==> src/rtl/rx_rate_monitor_if.sv <==
// Ethernet stream interface shared by the NAP-facing blocks.
// A beat transfers on every cycle where valid and ready are both high;
// the source holds its beat stable until that happens, and eop marks the
// final beat of a packet.
interface t_ETH_STREAM;
    logic valid;
    logic ready;
    logic eop;

    modport source  (output valid, output eop, input  ready);
    modport sink    (input  valid, input  eop, output ready);
    modport monitor (input  valid, input  ready, input eop);
endinterface

==> src/rtl/rx_rate_monitor.sv <==
// rx_rate_monitor: passive observer of the RX Ethernet stream. Counts
// transferred beats and packets over back-to-back windows of WINDOW_CYCLES
// cycles. At the end of each window it reports the totals and flags windows
// that fall outside [MIN_BEATS, MAX_BEATS]. The first window is aligned to
// the first transfer after monitoring is enabled, so leading idle time is
// not measured.
module rx_rate_monitor #(
    parameter int WINDOW_CYCLES = 1300,
    parameter int MIN_BEATS     = 900,
    parameter int MAX_BEATS     = 1000,
    parameter int CNT_W         = 16
) (
    input  logic             i_clk,
    input  logic             i_reset_n,
    input  logic             i_start,
    input  logic             i_clear,
    t_ETH_STREAM.monitor     if_eth_mon,
    output logic [CNT_W-1:0] o_beat_count,
    output logic [CNT_W-1:0] o_pkt_count,
    output logic             o_window_done,
    output logic             o_rate_ok,
    output logic             o_under_rate,
    output logic             o_over_rate,
    output logic [1:0]       o_state
);

    // Configuration sanity: thresholds must be ordered and fit the window,
    // and the window length must fit the counter width.
    if (WINDOW_CYCLES < 2 || MIN_BEATS > MAX_BEATS || MAX_BEATS > WINDOW_CYCLES ||
        longint'(WINDOW_CYCLES) >= (longint'(1) << CNT_W)) begin : g_cfg_err
        $error("rx_rate_monitor: illegal configuration WINDOW_CYCLES=%0d MIN_BEATS=%0d MAX_BEATS=%0d CNT_W=%0d",
               WINDOW_CYCLES, MIN_BEATS, MAX_BEATS, CNT_W);
    end

    typedef enum logic [1:0] {
        ST_IDLE    = 2'd0,
        ST_ARM     = 2'd1,
        ST_MEASURE = 2'd2
    } state_t;

    localparam logic [CNT_W-1:0] CNT_MAX  = '1;
    localparam logic [CNT_W-1:0] LAST_CNT = CNT_W'(WINDOW_CYCLES - 1);
    localparam logic [CNT_W-1:0] MIN_B    = CNT_W'(MIN_BEATS);
    localparam logic [CNT_W-1:0] MAX_B    = CNT_W'(MAX_BEATS);

    state_t           state;
    logic [CNT_W-1:0] win_cnt;
    logic [CNT_W-1:0] beat_cnt;
    logic [CNT_W-1:0] pkt_cnt;

    logic             xfer;
    logic             xfer_eop;
    logic [CNT_W-1:0] beat_nxt;
    logic [CNT_W-1:0] pkt_nxt;
    logic             last_cycle;
    logic             under_hit;
    logic             over_hit;

    // A beat is accepted only when valid and ready coincide; the monitor
    // never drives either signal.
    assign xfer     = if_eth_mon.valid & if_eth_mon.ready;
    assign xfer_eop = xfer & if_eth_mon.eop;

    // Running totals including this cycle's transfer, saturating at all-ones.
    assign beat_nxt = (beat_cnt == CNT_MAX) ? beat_cnt : beat_cnt + CNT_W'(xfer);
    assign pkt_nxt  = (pkt_cnt  == CNT_MAX) ? pkt_cnt  : pkt_cnt  + CNT_W'(xfer_eop);

    // The final window cycle's transfer belongs to the ending window, so the
    // thresholds are applied to the totals that include it.
    assign last_cycle = (win_cnt == LAST_CNT);
    assign under_hit  = (beat_nxt < MIN_B);
    assign over_hit   = (beat_nxt > MAX_B);

    assign o_state = state;

    // Window FSM, counters and registered report outputs.
    always_ff @(posedge i_clk) begin
        if (!i_reset_n) begin
            state         <= ST_IDLE;
            win_cnt       <= '0;
            beat_cnt      <= '0;
            pkt_cnt       <= '0;
            o_beat_count  <= '0;
            o_pkt_count   <= '0;
            o_window_done <= 1'b0;
            o_rate_ok     <= 1'b0;
            o_under_rate  <= 1'b0;
            o_over_rate   <= 1'b0;
        end else begin
            o_window_done <= 1'b0;

            // Clear first so that a violating window end on the same cycle
            // re-asserts the flag below.
            if (i_clear) begin
                o_under_rate <= 1'b0;
                o_over_rate  <= 1'b0;
            end

            case (state)
                ST_IDLE: begin
                    if (i_start) begin
                        state <= ST_ARM;
                    end
                end

                ST_ARM: begin
                    if (!i_start) begin
                        state <= ST_IDLE;
                    end else if (xfer) begin
                        state    <= ST_MEASURE;
                        win_cnt  <= CNT_W'(1);
                        beat_cnt <= CNT_W'(1);
                        pkt_cnt  <= CNT_W'(if_eth_mon.eop);
                    end
                end

                ST_MEASURE: begin
                    if (last_cycle) begin
                        // Report and start the next window with no gap.
                        o_beat_count  <= beat_nxt;
                        o_pkt_count   <= pkt_nxt;
                        o_window_done <= 1'b1;
                        o_rate_ok     <= !under_hit && !over_hit;
                        if (under_hit) begin
                            o_under_rate <= 1'b1;
                        end
                        if (over_hit) begin
                            o_over_rate <= 1'b1;
                        end
                        win_cnt  <= '0;
                        beat_cnt <= '0;
                        pkt_cnt  <= '0;
                        if (!i_start) begin
                            state <= ST_IDLE;
                        end
                    end else if (!i_start) begin
                        // Partial window is discarded; outputs keep last report.
                        state    <= ST_IDLE;
                        win_cnt  <= '0;
                        beat_cnt <= '0;
                        pkt_cnt  <= '0;
                    end else begin
                        win_cnt  <= win_cnt + CNT_W'(1);
                        beat_cnt <= beat_nxt;
                        pkt_cnt  <= pkt_nxt;
                    end
                end

                default: begin
                    state <= ST_IDLE;
                end
            endcase
        end
    end

endmodule

==> src/flat_wrapper.sv <==
// flat-port wrapper written by rule: the top's interface ports become plain ports
module rx_rate_monitor_flat 
#(
    parameter int WINDOW_CYCLES = 1300,
    parameter int MIN_BEATS     = 900,
    parameter int MAX_BEATS     = 1000,
    parameter int CNT_W         = 16
)
  (i_clk, i_reset_n, i_start, i_clear, o_beat_count, o_pkt_count, o_window_done, o_rate_ok, o_under_rate, o_over_rate, o_state, if_eth_mon_valid, if_eth_mon_ready, if_eth_mon_eop);
  t_ETH_STREAM if_eth_mon_i ();
  input  logic i_clk;
  input  logic i_reset_n;
  input  logic i_start;
  input  logic i_clear;
  output logic [CNT_W-1:0] o_beat_count;
  output logic [CNT_W-1:0] o_pkt_count;
  output logic o_window_done;
  output logic o_rate_ok;
  output logic o_under_rate;
  output logic o_over_rate;
  output logic [1:0] o_state;
  input wire logic [$bits(if_eth_mon_i.valid)-1:0] if_eth_mon_valid;
  input wire logic [$bits(if_eth_mon_i.ready)-1:0] if_eth_mon_ready;
  input wire logic [$bits(if_eth_mon_i.eop)-1:0] if_eth_mon_eop;
  assign if_eth_mon_i.valid = if_eth_mon_valid;
  assign if_eth_mon_i.ready = if_eth_mon_ready;
  assign if_eth_mon_i.eop = if_eth_mon_eop;
  rx_rate_monitor #(.WINDOW_CYCLES(WINDOW_CYCLES), .MIN_BEATS(MIN_BEATS), .MAX_BEATS(MAX_BEATS), .CNT_W(CNT_W)) u_core (.i_clk(i_clk), .i_reset_n(i_reset_n), .i_start(i_start), .i_clear(i_clear), .if_eth_mon(if_eth_mon_i), .o_beat_count(o_beat_count), .o_pkt_count(o_pkt_count), .o_window_done(o_window_done), .o_rate_ok(o_rate_ok), .o_under_rate(o_under_rate), .o_over_rate(o_over_rate), .o_state(o_state));
endmodule
==> config.mk <==
export PLATFORM = sky130hd
export DESIGN_NAME = rx_rate_monitor_flat
export DESIGN_NICKNAME = d
export VERILOG_FILES = /design/src/rtl/rx_rate_monitor_if.sv /design/src/rtl/rx_rate_monitor.sv /design/src/flat_wrapper.sv
export SDC_FILE = /design/constraint.sdc
export NUM_CORES = 1
export LEC_CHECK = 0
export ABC_AREA = 1
export ABC_CLOCK_PERIOD_IN_PS = 3630
export BUFFER_PORTS_ARGS = -buffer_cell sky130_fd_sc_hd__clkbuf_2
export CORE_MARGIN = 8
export CORE_UTILIZATION = 34
export DETAILED_ROUTE_END_ITERATION = 12
export PLACE_DENSITY = 0.6
export SYNTH_ARGS = -nofsm -noshare
export SYNTH_HDL_FRONTEND = slang
export SYNTH_SLANG_ARGS = --single-unit
==> constraint.sdc <==
create_clock -name i_clk -period 3.63 [get_ports i_clk]
set_input_delay 0.5445 -clock i_clk [delete_from_list [all_inputs] [get_ports i_clk]]
set_output_delay 0.5445 -clock i_clk [all_outputs]
set_load 0.03 [all_outputs]
After elaboration in Yosys (flattened, before gate mapping)

Index checks and enable logic that the tools add are counted.

Register bits: 86
Input port bits: 7
Output and inout bits: 38
Word-level logic and storage cells: 65

Add/sub/neg operators: 3
Order comparisons: 2
Eq/ne operators: 10
Mux-type cells: 29
Bitwise operators: 2
Reduce and logical (&&, ||, !) cells: 9

Operators by type and width:

| cell                                                                   | count |
|---|---|
| 16-bit 2-to-1 mux                                                      | 12 |
| 16-bit case mux with 2 select lines                                    | 3 |
| 16-bit by 1-bit adder with 16-bit output                               | 2 |
| 16-bit == test, second input constant                                  | 2 |
| 16-bit by 1-bit adder with 16-bit output, second input constant        | 1 |
| 16-bit by 11-bit == test with 1-bit output, second input constant      | 1 |
| 16-bit by 10-bit > comparator with 1-bit output, second input constant | 1 |
| 16-bit by 10-bit < comparator with 1-bit output, second input constant | 1 |
| 1-bit 2-to-1 mux                                                       | 9 |
| 2-bit 2-to-1 mux                                                       | 4 |
| 2-bit != test, second input constant                                   | 3 |
| 2-bit case mux with 3 select lines                                     | 1 |
| 3-bit AND reduction                                                    | 2 |
| 2-bit AND reduction                                                    | 2 |
| 3-bit by 2-bit != test with 1-bit output, second input constant        | 1 |
| 1-bit AND                                                              | 2 |
| 2-bit by 1-bit == test with 1-bit output, second input constant        | 1 |
| 2-bit == test, second input constant                                   | 1 |
| 1-bit logical NOT                                                      | 2 |
| 2-bit logical NOT                                                      | 1 |
| 2-bit by 1-bit != test with 1-bit output, second input constant        | 1 |
| 2-bit nonzero test                                                     | 1 |
| 1-bit logical AND                                                      | 1 |

Logic depth before layout (Yosys ltp)

Depth after elaboration: 7
Depth in mapped cells: 18
Gate-level depth less buffers: 18

Worst setup path after synthesis

OpenSTA, ideal clock, no wires.

Path type: input to register
Start point: in if_eth_mon_valid
End point: reg u_core.o_rate_ok
Arrival: 2.025 ns
Required time: 3.517 ns
Setup slack: 1.493 ns
Stages on the path: 17
Cells stage by stage: nand2_1 -> inv_1 -> ha_1 -> ha_1 -> nand3_1 -> nor2_2 -> nand2_1 -> nand2_1 -> nand2_1 -> inv_1 -> nand4_1 -> nor2_1 -> nand3_1 -> nand2_1 -> nand2_1 -> nand2_1 -> nand2_1

Cells in the longest elaborated chain, start to end: 6
Elaborated cells between the ends (all ways): 8
Those cells by class: add/sub: 1; order compare: 2; mux: 1; bitwise: 1; reduce/logical: 3

RTL lines:

| item                                                                                                               | line                                         | RTL |
|---|---|---|
| start, declared                                                                                                    | flat_wrapper.sv:22                           | `input wire logic [$bits(if_eth_mon_i.valid)-1:0] if_eth_mon_valid;` |
| 1-bit AND *                                                                                                        | rx_rate_monitor.sv:61                        | `assign xfer = if_eth_mon.valid & if_eth_mon.ready;` |
| 16-bit by 1-bit adder with 16-bit output *                                                                         | rx_rate_monitor.sv:65                        | `assign beat_nxt = (beat_cnt == CNT_MAX) ? beat_cnt : beat_cnt + CNT_W'(xfer);` |
| 16-bit 2-to-1 mux *                                                                                                | rx_rate_monitor.sv:65                        |  |
| 16-bit by 10-bit < comparator with 1-bit output or 16-bit by 10-bit > comparator with 1-bit output (tied branches) | rx_rate_monitor.sv:71, rx_rate_monitor.sv:72 |  |
| 1-bit logical NOT                                                                                                  | rx_rate_monitor.sv:123                       | `o_rate_ok <= !under_hit && !over_hit;` |
| 1-bit logical AND *                                                                                                | rx_rate_monitor.sv:123                       |  |
| end signal, assigned                                                                                               | rx_rate_monitor.sv:123                       |  |
| end, declared                                                                                                      | rx_rate_monitor.sv:21                        | `output logic o_rate_ok,` |

Every way passes the cells marked *; elsewhere a longest branch is shown, timed or not.
A chain may end at the register's enable or synchronous reset.

Worst setup path in the final report

Start point: reg u_core.win_cnt[0]
End point: reg u_core.o_pkt_count[13]

Cells in the longest elaborated chain, start to end: 2

RTL lines:

| item                                       | line                   | RTL |
|---|---|---|
| start, declared                            | rx_rate_monitor.sv:47  | `logic [CNT_W-1:0] win_cnt;` |
| start signal, assigned                     | rx_rate_monitor.sv:143 | `win_cnt <= win_cnt + CNT_W'(1);` |
| 16-bit by 11-bit == test with 1-bit output | rx_rate_monitor.sv:70  | `assign last_cycle = (win_cnt == LAST_CNT);` |
| 2-bit AND reduction (no line)              | --                     |  |
| end signal, assigned                       | rx_rate_monitor.sv:121 | `o_pkt_count <= pkt_nxt;` |
| end, declared                              | rx_rate_monitor.sv:19  | `output logic [CNT_W-1:0] o_pkt_count,` |

No other way between the ends.

==> results.yml <==
timing:
  fin_tns_setup_ns: 0
  relSlewSlack_pct: 44.2
  hold_viol_final: 0
  timing.final.crit_share_pct: 63.5
  finalClockSkew_ns: 0.00320
  fin_crit_ns: 2.31
  setup_violations: 0
  rsz0062_at_grt: "false"
  timing.fmax_ghz: 0.434
  slew_viol_final: 0
  worst_slew_pin_slew_ns: 0.835
logic_synthesis:
  yosys_warnings: 0
  synth.cell_area_sq_mm: 0.00428
  ys_types: 34
  netlist_instances: 625
  yosysSeqAreaShare_pct: 40.2
  synth_seq_cells: 86
  synth_nets: 637
  synth.avg_cell_area_sq_um: 6.85
power_and_ir_drop:
  p_leak_nw: 1.96
  ir_worst_vdd_v: 0.000146
  power_density_mw_per_mm2: 377
  p_sw_share_pct: 20.7
  intPower_mw: 1.47
  switchingPower_mw: 0.385
  p_seq_share_pct: 51.0
  p_comb_share_pct: 2.2
  p_clk_share_pct: 46.8
grt:
  antenna_found_initial: 0
  grt_pass1_vias: 3936
  grt.overflow.total: 0
  grt_pass1_wl_mm: 19.0
  grt_max_degree: 55
  grt_usage_pct: 14.3
clock_network:
  cts_hold_buf: 0
  cts_resized: 0
  postCtsSetupBuffers: 0
  cts.reportedPaths.clkPinSlew_ns: 0.06
  clock_latency_ns: 0.34
  cts-buffers-inserted: 9
  htreeDepth: 3
  cts_tree: "built"
  clock_sinks: 86
  clock_path_buffers: 2
  root_buffer: "clkbuf_16"
setup_path:
  crit_arrival_ns: 2.59
  crit_required_ns: 3.91
  crit_type: "reg -> reg"
  critPathLaunchType: "flop"
  end_kind: "flop"
  worstPathMaxFanout: 54
final_layout:
  n_antenna_cell: 0
  drive_above_1_share_pct: 11.8
  nets: 673
  multi_input_area_sq_mm: 0.00224
  mostFrequentLayoutCells: "145 x nand2_1, 86 x dfxtp_1, 79 x nor2_1"
  area_growth_pct: 14.8
  final-seq-area_sq_mm: 0.00172
  final_util_pct: 39.5
  mostFrequentLayoutCell: "nand2_1"
  nFillCells: 1277
routing:
  via_per_inst: 5.00
  wl_per_cell_um: 13.5
  vias: 4171
  first_pass_iters: 4
  ant_nets: 0
  drtIter0Drc: 351
  routed_wl_mm: 11.2
  drc: 0
floorplanning:
  start_util_pct: 34.4
  die_h_um: 128
  die_x_um: 128
  core_area_sq_mm: 0.0125
  rows: 41
  die_area_sq_mm: 0.0164
  pin_count: 45
min_path:
  hp-class: "in -> reg"
place:
  hpwl_mm: 7.94
  routabilityCongestion: 0.843
  port_buffers: 44
flow_run:
  drv_cap: 0
outcome:
  run_status: "finished, final reports clean"
## flip-flops by register name (all words and copies together) (netlist names)
| name | count |
|---|---|
| u_core.o_over_rate | 1 |
| u_core.beat_cnt | 16 |
| u_core.win_cnt | 16 |
| u_core.o_under_rate | 1 |
| u_core.o_beat_count | 16 |
| u_core.o_pkt_count | 16 |
| u_core.pkt_cnt | 16 |
| u_core.o_window_done | 1 |
| u_core.o_rate_ok | 1 |
| u_core.o_state | 2 |
## power groups by stage
stage               clock, mW  combinational (mW)  sequential (mW)
global placement            0              0.0410            0.968
finish                  0.868              0.0414            0.947
global route            0.937              0.0454            0.946
CTS                     0.893              0.0417            0.947
floorplan                   0              0.0244            0.969
detailed placement          0              0.0417            0.968
## area by class of cell
| type | instances | share of cell area [%] |
|---|---|---|
| Tap cell | 172 | 4.37 |
| Timing Repair Buffer | 49 | 5.24 |
| Inverter | 59 | 4.50 |
| Multi-Input combinational cell | 456 | 45.5 |
| Sequential cell | 86 | 35.0 |
| Clock buffer | 9 | 4.58 |
| Clock inverter | 3 | 0.814 |
## final timing paths
| path | to | depth (start not counted) | start | slack (ns) |
|---|---|---|---|---|
| worst min register to register | u_core.o_over_rate | 2 | u_core.o_over_rate | 0.48 |
| worst min-delay path | u_core.o_over_rate | 4 | i_clear | 0.47 |
| worst max-delay path | u_core.o_pkt_count[13] | 9 | u_core.win_cnt[0] | 1.32 |
| worst max register to register | u_core.o_pkt_count[13] | 9 | u_core.win_cnt[0] | 1.32 |
## Yosys cell counts, drive strengths merged
master / n / area (sq um)
nor4: 3 / 18.8
clkinv: 1 / 3.75
buf: 8 / 45.0
a211oi: 3 / 22.5
nor2: 87 / 354
ha: 5 / 62.6
o21a: 2 / 15.0
a21oi: 41 / 205
nand2: 148 / 563
o211a: 1 / 10.0
nor3b: 3 / 22.5
inv: 58 / 218
xnor2: 3 / 26.3
dfxtp: 86 / 1720
or2: 4 / 25.0
nor3: 17 / 90.1
o21bai: 4 / 30.0
nand4: 17 / 106
xor2: 14 / 123
clkbuf: 16 / 60.1
nand3b: 2 / 15.0
a31oi: 15 / 93.8
o21ai: 41 / 205
a22oi: 7 / 52.6
nand3: 39 / 195
## worst max-delay path, cell delays in order (launching register included)
cell and delay (ns):
dfxtp_1 0.38, ha_1 0.25, nand2_1 0.07, nor3_1 0.19, nand4_1 0.13, buf_4 0.22, inv_2 0.63, o21ai_0 0.14
o21bai_1 0.18, inv_1 0.05
## cell families (layout without fill, tap and decap cells)
logic type | count (synthesis) | in the layout | share of synthesized area, %
AO/OA/AOI/OAI | 114 | 114 | 14.8
XOR/XNOR | 17 | 17 | 3.48
adder cells (fa/ha/maj) | 5 | 5 | 1.46
buffers and inverters | 83 | 120 | 7.62
flip-flops | 86 | 86 | 40.2
AND/OR/NAND/NOR | 320 | 320 | 32.4
## routing by layer
metal / part of all wire (%) / GRT usage, % / vias up
met4: 2.5 / 6.22 / 0
li1: - / - / 2143
met3: 4.1 / 3.33 / 24
met5: 0 / 0 / -
met2: 49 / 24.7 / 76
met1: 44 / 16.5 / 1928
## per-stage QoR
stage / worst slack (ns) / instance area, sq um / std cells / power, mW / hold WS (ns)
after global routing: 0.976 / 4920 / 834 / 1.93 / 0.465
after global placement: 1.14 / 4650 / 822 / 1.01 / 0.443
after detailed placement: 1.06 / 4650 / 822 / 1.01 / 0.464
after floorplan: 1.49 / 4280 / 625 / 0.993 / 0.447
final: 1.32 / 4920 / 834 / 1.86 / 0.466
after CTS: 1.31 / 4920 / 834 / 1.88 / 0.461
Note: power is estimated with default switching activity, not from simulation.
